==> src/rtl/pred_resolve_ctrl.sv <==
// pred_resolve_ctrl: in-order checker for static branch/jump predictions.
// Predicted next PCs are queued at fetch and compared against execute's
// resolved targets. A mismatch produces a one-cycle redirect followed by a
// squash window of FLUSH_CYCLES total cycles.
// Optional macro PRED_RESOLVE_STATS_EN adds saturating resolve/mispredict
// counters (stat_resolved, stat_mispred).
module pred_resolve_ctrl #(
  parameter int DEPTH        = 4,
  parameter int FLUSH_CYCLES = 2
) (
  input  logic                      clk,
  input  logic                      reset,
  input  logic                      fetch_valid,
  input  logic [31:0]               fetch_pred,
  output logic                      fetch_ready,
  input  logic                      resolve_valid,
  input  logic [31:0]               resolve_target,
  output logic                      redirect_valid,
  output logic [31:0]               redirect_pc,
  output logic                      flush,
  output logic [$clog2(DEPTH):0]    inflight,
  output logic                      underflow
`ifdef PRED_RESOLVE_STATS_EN
  ,
  output logic [15:0]               stat_resolved,
  output logic [15:0]               stat_mispred
`endif
);

  localparam int PW = $clog2(DEPTH);
  localparam int CW = PW + 1;
  localparam int FW = $clog2(FLUSH_CYCLES) + 1;

  typedef enum logic [1:0] {
    ST_RUN,
    ST_REDIRECT,
    ST_DRAIN
  } state_t;

  state_t          state;
  state_t          state_next;
  logic [FW-1:0]   drain_cnt;
  logic [FW-1:0]   drain_cnt_next;

  logic [31:0]     pred_mem [DEPTH];
  logic [PW-1:0]   head;
  logic [PW-1:0]   tail;

  logic            push;
  logic            pop;
  logic            mispredict;
  logic            push_en;

  // Handshake and event decode; only RUN accepts fetch or resolve traffic
  always_comb begin
    fetch_ready    = (state == ST_RUN) && (inflight < CW'(DEPTH));
    push           = fetch_valid && fetch_ready;
    pop            = (state == ST_RUN) && resolve_valid && (inflight != '0);
    mispredict     = pop && (pred_mem[head] != resolve_target);
    push_en        = push && !mispredict;
    redirect_valid = (state == ST_REDIRECT);
    flush          = (state != ST_RUN);
  end

  // State and squash-window counter registers
  always_ff @(posedge clk or posedge reset) begin
    if (reset) begin
      state     <= ST_RUN;
      drain_cnt <= '0;
    end else begin
      state     <= state_next;
      drain_cnt <= drain_cnt_next;
    end
  end

  // Next-state logic: RUN -> REDIRECT on mispredict, then DRAIN until the window closes
  always_comb begin
    state_next     = state;
    drain_cnt_next = drain_cnt;
    case (state)
      ST_RUN: begin
        if (mispredict) state_next = ST_REDIRECT;
      end
      ST_REDIRECT: begin
        drain_cnt_next = FW'(FLUSH_CYCLES - 1);
        state_next     = (FLUSH_CYCLES == 1) ? ST_RUN : ST_DRAIN;
      end
      ST_DRAIN: begin
        drain_cnt_next = drain_cnt - FW'(1);
        if (drain_cnt <= FW'(1)) state_next = ST_RUN;
      end
      default: state_next = ST_RUN;
    endcase
  end

  // Prediction storage; contents are don't-care until written, so no reset
  always_ff @(posedge clk) begin
    if (push_en) pred_mem[tail] <= fetch_pred;
  end

  // Queue pointers and occupancy; a mispredict discards everything, including a same-cycle push
  always_ff @(posedge clk or posedge reset) begin
    if (reset) begin
      head     <= '0;
      tail     <= '0;
      inflight <= '0;
    end else if (mispredict) begin
      head     <= '0;
      tail     <= '0;
      inflight <= '0;
    end else begin
      if (push_en) tail <= tail + PW'(1);
      if (pop)     head <= head + PW'(1);
      case ({push_en, pop})
        2'b10:   inflight <= inflight + CW'(1);
        2'b01:   inflight <= inflight - CW'(1);
        default: inflight <= inflight;
      endcase
    end
  end

  // Redirect target capture and sticky underflow flag
  always_ff @(posedge clk or posedge reset) begin
    if (reset) begin
      redirect_pc <= '0;
      underflow   <= 1'b0;
    end else begin
      if (mispredict) redirect_pc <= resolve_target;
      if ((state == ST_RUN) && resolve_valid && (inflight == '0)) underflow <= 1'b1;
    end
  end

`ifdef PRED_RESOLVE_STATS_EN
  // Saturating counters of accepted resolves and mispredicts
  always_ff @(posedge clk or posedge reset) begin
    if (reset) begin
      stat_resolved <= '0;
      stat_mispred  <= '0;
    end else begin
      if (pop && (stat_resolved != 16'hFFFF))       stat_resolved <= stat_resolved + 16'd1;
      if (mispredict && (stat_mispred != 16'hFFFF)) stat_mispred  <= stat_mispred + 16'd1;
    end
  end
`endif

endmodule

==> config.mk <==
export PLATFORM = sky130hd
export DESIGN_NAME = pred_resolve_ctrl
export DESIGN_NICKNAME = d
export VERILOG_FILES = /design/src/rtl/pred_resolve_ctrl.sv
export SDC_FILE = /design/constraint.sdc
export NUM_CORES = 1
export LEC_CHECK = 0
export CELL_PAD_IN_SITES_DETAIL_PLACEMENT = 0
export CELL_PAD_IN_SITES_GLOBAL_PLACEMENT = 2
export CORE_ASPECT_RATIO = 2
export CORE_MARGIN = 5
export CORE_UTILIZATION = 40
export DETAILED_ROUTE_END_ITERATION = 8
export MAX_ROUTING_LAYER = met4
export PLACE_DENSITY_LB_ADDON = 0.08
export SYNTH_ARGS = -nofsm -noshare
export SYNTH_HDL_FRONTEND = slang
export SYNTH_SLANG_ARGS = --single-unit
==> constraint.sdc <==
create_clock -name clk -period 6.1 [get_ports clk]
set_clock_uncertainty 0.1 [all_clocks]
set_input_delay 1.22 -clock clk [delete_from_list [all_inputs] [get_ports clk]]
set_output_delay 1.22 -clock clk [all_outputs]
set_load 0.03 [all_outputs]
## Word-level counts from Yosys, hierarchy flattened

Memories as Yosys holds them, arrays and structs flattened.
Cells that the tools add are included.
W data, S select, Z words.

- Register bits: 44
- Memories: 1
- Bits in writable memories: 128
- Input bits: 68
- Output and inout port bits: 39
- Logic and storage cells: 51

- Eq/ne operators: 7
- Reductions and logical operators: 17
- Add/subtract/negate cells: 5
- Muxes and demuxes: 12
- Order comparisons: 2

Memory list:

| name | depth | width | rd ports | clocked after memory_dff | write ports | RTL line | source |
|---|---|---|---|---|---|---|---|
| pred_mem | 4 | 32 | 1 | 0 | 1 | 45 | `logic [31:0] pred_mem [DEPTH];` |

Operator list:

| kind | number |
|---|---|
| $ne A32 B32 Y1 | 1 |
| $mux W2 | 6 |
| $reduce_bool A2 Y1 | 4 |
| $logic_and A1 B1 Y1 | 7 |
| $pmux W2 S3 | 1 |
| $pmux W3 S2 | 1 |
| $reduce_bool A3 Y1 | 2 |
| $add A2 B1 Y2 const B | 2 |
| $eq A2 B1 Y1 const B | 2 |
| $eq A2 B2 Y1 const B | 2 |
| $ne A2 B2 Y1 const B | 2 |
| $pmux W2 S2 | 1 |
| $add A3 B1 Y3 const B | 1 |
| $logic_not A3 Y1 | 1 |
| $lt A3 B3 Y1 const B | 1 |
| $mux W3 | 1 |
| $sub A3 B1 Y3 const B | 1 |
| $le A2 B1 Y1 const B | 1 |
| $logic_not A2 Y1 | 1 |
| $mux W1 | 2 |
| $reduce_and A2 Y1 | 1 |
| $sub A2 B1 Y2 const B | 1 |
| $logic_not A1 Y1 | 1 |

## Logic depth before layout (Yosys ltp)

Gate-level depths: netlist of the first run.

- Word-level depth: 9
- Gate-level depth with buffers: 12
- Depth with buffers taken out: 11

## Worst setup path before layout of the first run

OpenSTA, ideal clock, no wires.

- Kind: in2reg
- Start: input resolve_target[28]
- End: memory pred_mem[0][0], enable pin
- Cell stages on the path: 7
- Required time: 5532 ps
- Path buffers: 2
- Setup slack: 713 ps
- Data arrival time: 4819 ps
- Library setup time: 468 ps
- Cell sequence: xnor2_1 > nand4_1 > nor4_4 > a21oi_2 > buf_6 > buf_6 > nor3b_1

- Word-level cells in the longest chain between the ends: 6

RTL lines:

| item | RTL line | source |
|---|---|---|
| from (decl) | 17 | `input logic [31:0] resolve_target,` |
| $ne A32 B32 Y1 | 59 | `mispredict = pop && (pred_mem[head] != resolve_target);` |
| $logic_and A1 B1 Y1 | 59 |  |
| $logic_not A1 Y1 | 60 | `push_en = push && !mispredict;` |
| $logic_and A1 B1 Y1 | 60 |  |
| $mux W1 | 98 | `if (push_en) pred_mem[tail] <= fetch_pred;` |
| $mux W1 (not written as such) | 98 |  |
| to (decl) | 45 |  |

No other way between the ends.

## Final worst setup path of the first run

- Start: register head[1]
- End: register inflight[2]

- Word-level cells in the longest chain between the ends: 8
- Elaborated cells between the ends (all ways): 10
- Classes of those cells: 3 x eq/ne; 2 x mux; 4 x reduce/logical; 1 x memory

RTL lines:

| item | RTL line | source |
|---|---|---|
| from (decl) | 46 | `logic [PW-1:0] head;` |
| from (signal assigned) | 113 | `if (pop) head <= head + PW'(1);` |
| $mem_v2 Z4 W32 (*) | n/a |  |
| $ne A32 B32 Y1 (*) | 59 |  |
| $logic_and A1 B1 Y1 (*) | 59 |  |
| $logic_not A1 Y1 | 60 |  |
| $logic_and A1 B1 Y1 | 60 |  |
| $eq A2 B1 Y1 or $eq A2 B2 Y1 (tied branches) | 114 | `case ({push_en, pop})` |
| $pmux W3 S2 | 114 |  |
| $mux W3 | 107 | `end else if (mispredict) begin` |
| to (signal assigned) | 115 | `2'b10: inflight <= inflight + CW'(1);` |
| to (signal assigned) | 116 | `2'b01: inflight <= inflight - CW'(1);` |
| to (signal assigned) | 117 | `default: inflight <= inflight;` |
| to (decl) | 21 | `output logic [$clog2(DEPTH):0] inflight,` |

Mark *: on every way between the ends. The rest lies on a longest branch, timed or not.
A chain may end at the register's enable or synchronous reset.

==> impl_metrics.toml, run 1 <==
[final_layout]
nFillCells = 1490
area_growth_pct = 26.99
design_area_mm2 = 0.008982
drive_gt1_frac = 0.2312
finish.net_count = 571
diodes = 0

[die]
die-height_um = 198.1
initial_core_util = 0.4075
core-area_mm2 = 0.01736
io_pins = 107
dieArea_mm2 = 0.02060
fp.dieW_um = 104.0
fp-row-count = 68

[sta]
timing.final.max_slew_violations = 0
maxSlewHeadroom = 0.3558
worst_pin_slew_ns = 0.9662
setup_ws_ns = 1.823
rsz0062_at_grt = "no"
finalSetupTns_ns = 0
finalHoldViolCount = 0
setup_viol = 0
min_period_ns = 4.277
fin_hold_ws_ns = 0.3747
max_freq_mhz = 233.8
finalCritPeriodShare = 0.7012

[global_routing]
grt_pass1_wl_um = 23600
antenna_found_initial = 0
grt-ovfl-total = 0
gr-usage-all-layers = 0.1583
grt_pass1_vias = 4115
grt_max_degree = 45

[clocking]
cts_tree = "yes"
cts_resized = 0
post_cts_buffers = 0
ctsHtreeMaxLevel = 4
cts_buffers = 17
holdBufCountCts = 0
clk_latency_ns = 0.42
cts-root-buf = "clkbuf_16"
clk_pin_slew_ns = 0.07
clock_sinks = 172
clockBufferDepth = 2

[yosys]
synthAdderAreaFrac = 0.01875
yosys_register_bits = 172
yosysTopAreaCell = "edfxtp_1"
synthTopCellsByArea = "edfxtp_1, dfrtp_1, mux4_2"
synth_cell_types = 35
avgSynthCellArea_um2 = 19.22
yosysWarnings = 0
synth_top_cell_area_share = 0.5434
syn-cell-area_mm2 = 0.007073
syn_nets = 446
muxShareOfSynthArea = 0.1617
synthCells = 368
synth-compound-area-share = 0.02530
ys_seq_area_frac = 0.6991
synth_top_family_by_area = "multiplexers"
yosys.area_share.simple = 0.03308
synth_xor_area_frac = 0.04210

[routing]
drt_iter0_markers = 150
antenna_left = 0
drcViolationCount = 0
wire_per_inst_um = 21.23
vias_per_cell = 5.105
routed_wirelength_um = 15200
num_vias = 3655
first_pass_iters = 4

[place]
placed_area_mm2 = 0.008431
pre_cts_ws_ns = 1.705
hpwlAfterDp_um = 10690
port_buffers = 106
gp_congestion = 0.7471

[min_path]
worstHoldPathCells = 1
min_path_type = "reg -> reg"

[outcome]
status = "finished clean"

[power]
leakagePower_nw = 3.065
power_density_mw_per_mm2 = 427.0
vdd_drop_max_mv = 0.2407

[setup_path]
worstPathArrival_ns = 4.46
ff2ff_path_depth = 11
cp-start-kind = "register"
required_ns = 6.28
end_kind = "register"
crit_type = "reg -> reg"
critPathMaxFanout = 19

[run]
drv_cap = 0
path summary, 6_finish.rpt:
path                       startpoint             end  slack, ns
max in group asynchronous       reset         head[0]       4.24
max reg2reg                   head[1]     inflight[2]       1.82
min reg2reg                 underflow       underflow       0.37
min                         underflow       underflow       0.37
min in group asynchronous       reset  redirect_pc[1]       1.20
max                           head[1]     inflight[2]       1.82
power by group:
part | leakage [nW] | switching [W] | total (W) | internal (W)
Sequential | 1.68 | 0.000106 | 0.00161 | 0.00150
Clock | 0.261 | 0.000440 | 0.00101 | 0.000566
Combinational | 1.12 | 0.000654 | 0.00122 | 0.000568
Total | 3.06 | 0.00120 | 0.00384 | 0.00264
state kept, by name (all words and copies together) (netlist names):
signal and flops:
drain_cnt 2, head 2, inflight 3, pred_mem 128, redirect_pc 32, state 2
tail 2, underflow 1
final cells by class:
type | count | area, um2 | share of cell area
sequential | 172 | 4946 | 0.5506
multi-input combinational | 171 | 2014 | 0.2243
timing repair buffer | 120 | 1166 | 0.1298
clock buffer | 20 | 436.7 | 0.04861
tap | 210 | 262.8 | 0.02925
clock inverter | 12 | 115.1 | 0.01282
inverter | 11 | 41.29 | 0.004597
cells by family (layout without fill, tap and decap cells):
| family | after synthesis | count (layout) |
|---|---|---|
| flops | 172 | 172 |
| fa+ha+maj | 10 | 10 |
| xor+xnor | 34 | 34 |
| compound gates | 24 | 24 |
| simple gates | 38 | 38 |
| buf+inv | 25 | 163 |
| mux | 65 | 65 |
through the flow:
stage | util | instances | total power [W]
4_1_cts | 0.5175 | 716 | 0.003898
2_1_floorplan | - | 368 | 0.002385
3_3_place_gp | 0.4857 | 684 | 0.002860
5_1_grt | 0.5175 | 716 | 0.004033
6_report | 0.5175 | 716 | 0.003835
3_5_place_dp | 0.4857 | 684 | 0.002881
cell usage after synthesis (all sizes together):
| library cell | instances |
|---|---|
| o21ai | 3 |
| and3 | 2 |
| ha | 9 |
| or3 | 1 |
| nor3b | 4 |
| o21a | 2 |
| inv | 11 |
| nor2 | 7 |
| clkbuf | 5 |
| buf | 9 |
| dfrtp | 44 |
| o311a | 1 |
| nand2 | 6 |
| o311ai | 4 |
| o31ai | 2 |
| a31oi | 5 |
| mux2i | 1 |
| a2111o | 2 |
| a31o | 1 |
| xnor2 | 34 |
| nand3 | 4 |
| fa | 1 |
| edfxtp | 128 |
| a21oi | 3 |
| mux2 | 32 |
| nor3 | 1 |
| and2 | 2 |
| o211ai | 1 |
| mux4 | 32 |
| nand4 | 9 |
| nor4 | 2 |
per-layer routing:
layer | share of wire | vias up | track usage
met5 | 0 | - | -
met4 | 0.017 | 0 | 0.05572
met3 | 0.030 | 11 | 0.03426
met2 | 0.58 | 89 | 0.2947
met1 | 0.37 | 1858 | 0.1620
li1 | - | 1697 | -
critical path: stages (launching register included):
cell	delay, ns
dfrtp_1	0.97
buf_4	0.40
mux4_2	0.36
xnor2_1	0.23
nand4_1	0.19
nor4_4	0.70
a31oi_1	0.20
fa_1	0.43
and3_1	0.16
o21a_1	0.16
a31oi_1	0.12
o21ai_0	0.10
cell usage in the layout, fill, tap and decap left out, drive strengths merged, types with 3 or more instances in the layout:
master	instances
edfxtp	128
clkdlybuf4s50	106
dfrtp	44
xnor2	34
mux4	32
mux2	32
clkbuf	20
buf	14
inv	14
nand4	9
ha	9
nor2	7
nand2	6
a31oi	5
clkinv	5
nand3	4
nor3b	4
o311ai	4
o21ai	3
clkinvlp	3
a21oi	3
Power figures use the tool's default switching activity.
==> run 2, diff against run 1 <==
--- a/config.mk
+++ b/config.mk
@@ -9,7 +9,7 @@
 export CELL_PAD_IN_SITES_GLOBAL_PLACEMENT = 2
 export CORE_ASPECT_RATIO = 2
 export CORE_MARGIN = 5
-export CORE_UTILIZATION = 40
+export CORE_UTILIZATION = 36
 export DETAILED_ROUTE_END_ITERATION = 8
 export MAX_ROUTING_LAYER = met4
 export PLACE_DENSITY_LB_ADDON = 0.08
==> constraint.sdc (replaced) <==
create_clock -name clk -period 3.9 [get_ports clk]
set_clock_uncertainty 0.1 [all_clocks]
set_input_delay 0.78 -clock clk [delete_from_list [all_inputs] [get_ports clk]]
set_output_delay 0.78 -clock clk [all_outputs]
set_load 0.03 [all_outputs]
==> impl_metrics.toml, run 2 (synthesis gave the netlist of run 1 again) <==
[global_routing]
grt-ovfl-total = 0
grt_pass1_wl_um = 24360
gr-usage-all-layers = 0.1546
grt_max_degree = 34
antenna_found_initial = 0
grt_pass1_vias = 4064

[routing]
vias_per_cell = 4.782
first_pass_iters = 4
num_vias = 3677
drt_iter0_markers = 151
wire_per_inst_um = 20.86
routed_wirelength_um = 16040
antenna_left = 0
drcViolationCount = 0

[clocking]
holdBufCountCts = 0
cts_resized = 0
clk_latency_ns = 0.42
clock_sinks = 172
cts_buffers = 17
cts-root-buf = "clkbuf_16"
clk_pin_slew_ns = 0.07
cts_tree = "yes"
ctsHtreeMaxLevel = 4
clockBufferDepth = 2
post_cts_buffers = 0

[run]
drv_cap = 0

[die]
core-area_mm2 = 0.01937
initial_core_util = 0.3652
fp.dieW_um = 109.1
die-height_um = 208.2
fp-row-count = 72
io_pins = 107
dieArea_mm2 = 0.02272

[place]
gp_congestion = 0.7617
hpwlAfterDp_um = 11470
port_buffers = 106

[setup_path]
ff2ff_path_depth = 10
crit_type = "reg -> out"
critPathMaxFanout = 7
end_kind = "output pin"
worstPathArrival_ns = 2.55
required_ns = 3.02
cp-start-kind = "register"

[power]
power_w = 0.006083
leakagePower_nw = 3.119
vdd_drop_max_mv = 0.3070
power_density_mw_per_mm2 = 662.9

[sta]
fin_hold_ws_ns = 0.3917
maxSlewHeadroom = 0.5954
setup_viol = 0
max_freq_mhz = 292.0
finalCritPeriodShare = 0.8782
timing.final.max_slew_violations = 0
rsz0062_at_grt = "no"
finalHoldViolCount = 0
min_period_ns = 3.425
worst_pin_slew_ns = 0.6069

[final_layout]
final_common_cell = "edfxtp_1"
largest_register_ffs = 128
nFillCells = 1699
finish.net_count = 575
drive_gt1_frac = 0.2392
diodes = 0
area_growth_pct = 29.75
regMostFlops = "pred_mem"
layout_common_cells = "edfxtp_1, clkdlybuf4s50_1, dfrtp_1"
largestRegisters = "pred_mem (128), redirect_pc (32), inflight (3)"

[min_path]
worstHoldPathCells = 1
min_path_type = "reg -> reg"

[outcome]
status = "finished clean"
-- run 2: changes by cell type in the layout (fill, tap and decap cells not counted) --
cell	before	now
buf_12	0	6
buf_4	14	12
clkbuf_1	3	1
clkbuf_8	0	1
clkinv_1	0	1
clkinv_2	2	4
clkinv_4	3	1
clkinvlp_4	3	2
inv_6	3	4
nor3b_2	4	0
nor3b_4	0	4
-- run 2: worst max-delay path, stage by stage (launching register included) --
cell and delay (ns):
dfrtp_1 0.41, inv_1 0.14, ha_1 0.33, inv_1 0.16
nor2_1 0.33, clkdlybuf4s50_1 0.75
-- run 2: final timing paths --
kind | from | end | slack [ns]
max | state[1] | fetch_ready | 0.47
min | underflow | underflow | 0.39
max reg2reg | head[0] | inflight[1] | 0.48
min reg2reg | underflow | underflow | 0.39
max in group asynchronous | reset | redirect_pc[17] | 2.43
min in group asynchronous | reset | redirect_pc[9] | 0.61
-- run 2: metal layers --
layer | share of wire | up-vias | track usage | routed length, um
li1 | - | 1704 | - | -
met1 | 0.36 | 1872 | 0.1633 | 5769
met4 | 0.016 | 0 | 0.05187 | 253
met3 | 0.034 | 15 | 0.02885 | 542
met5 | 0 | - | - | 0
met2 | 0.59 | 86 | 0.2820 | 9476
-- run 2: through the flow --
stage                       util  instance area, um2  setup WS [ns]  std cells  TNS [ns]
after CTS                 0.4738                9178         0.3700        769         0
final                     0.4738                9178         0.4749        769         0
after global routing      0.4738                9178         0.1959        769         0
after global placement    0.4452                8622         0.3463        737         0
after floorplan                -                7093        -0.3532        368    -45.21
after detailed placement  0.4452                8622         0.3172        737         0
-- run 2: final cells by class --
class | instances | area [um2] | share of cell area
flip-flops and latches | 172 | 4946 | 0.5389
multi-input cells | 171 | 2039 | 0.2222
repair buffers | 124 | 1271 | 0.1385
clock buffers | 19 | 442.9 | 0.04826
well taps | 259 | 324.1 | 0.03531
clock inverters | 13 | 112.6 | 0.01227
inverters | 11 | 41.29 | 0.004499
-- run 2: report_power, final --
part           total (W)  switching [W]  internal [W]
sequential       0.00252       0.000170       0.00235
combinational    0.00198        0.00106      0.000922
clock            0.00158       0.000686      0.000898
total            0.00608        0.00192       0.00417
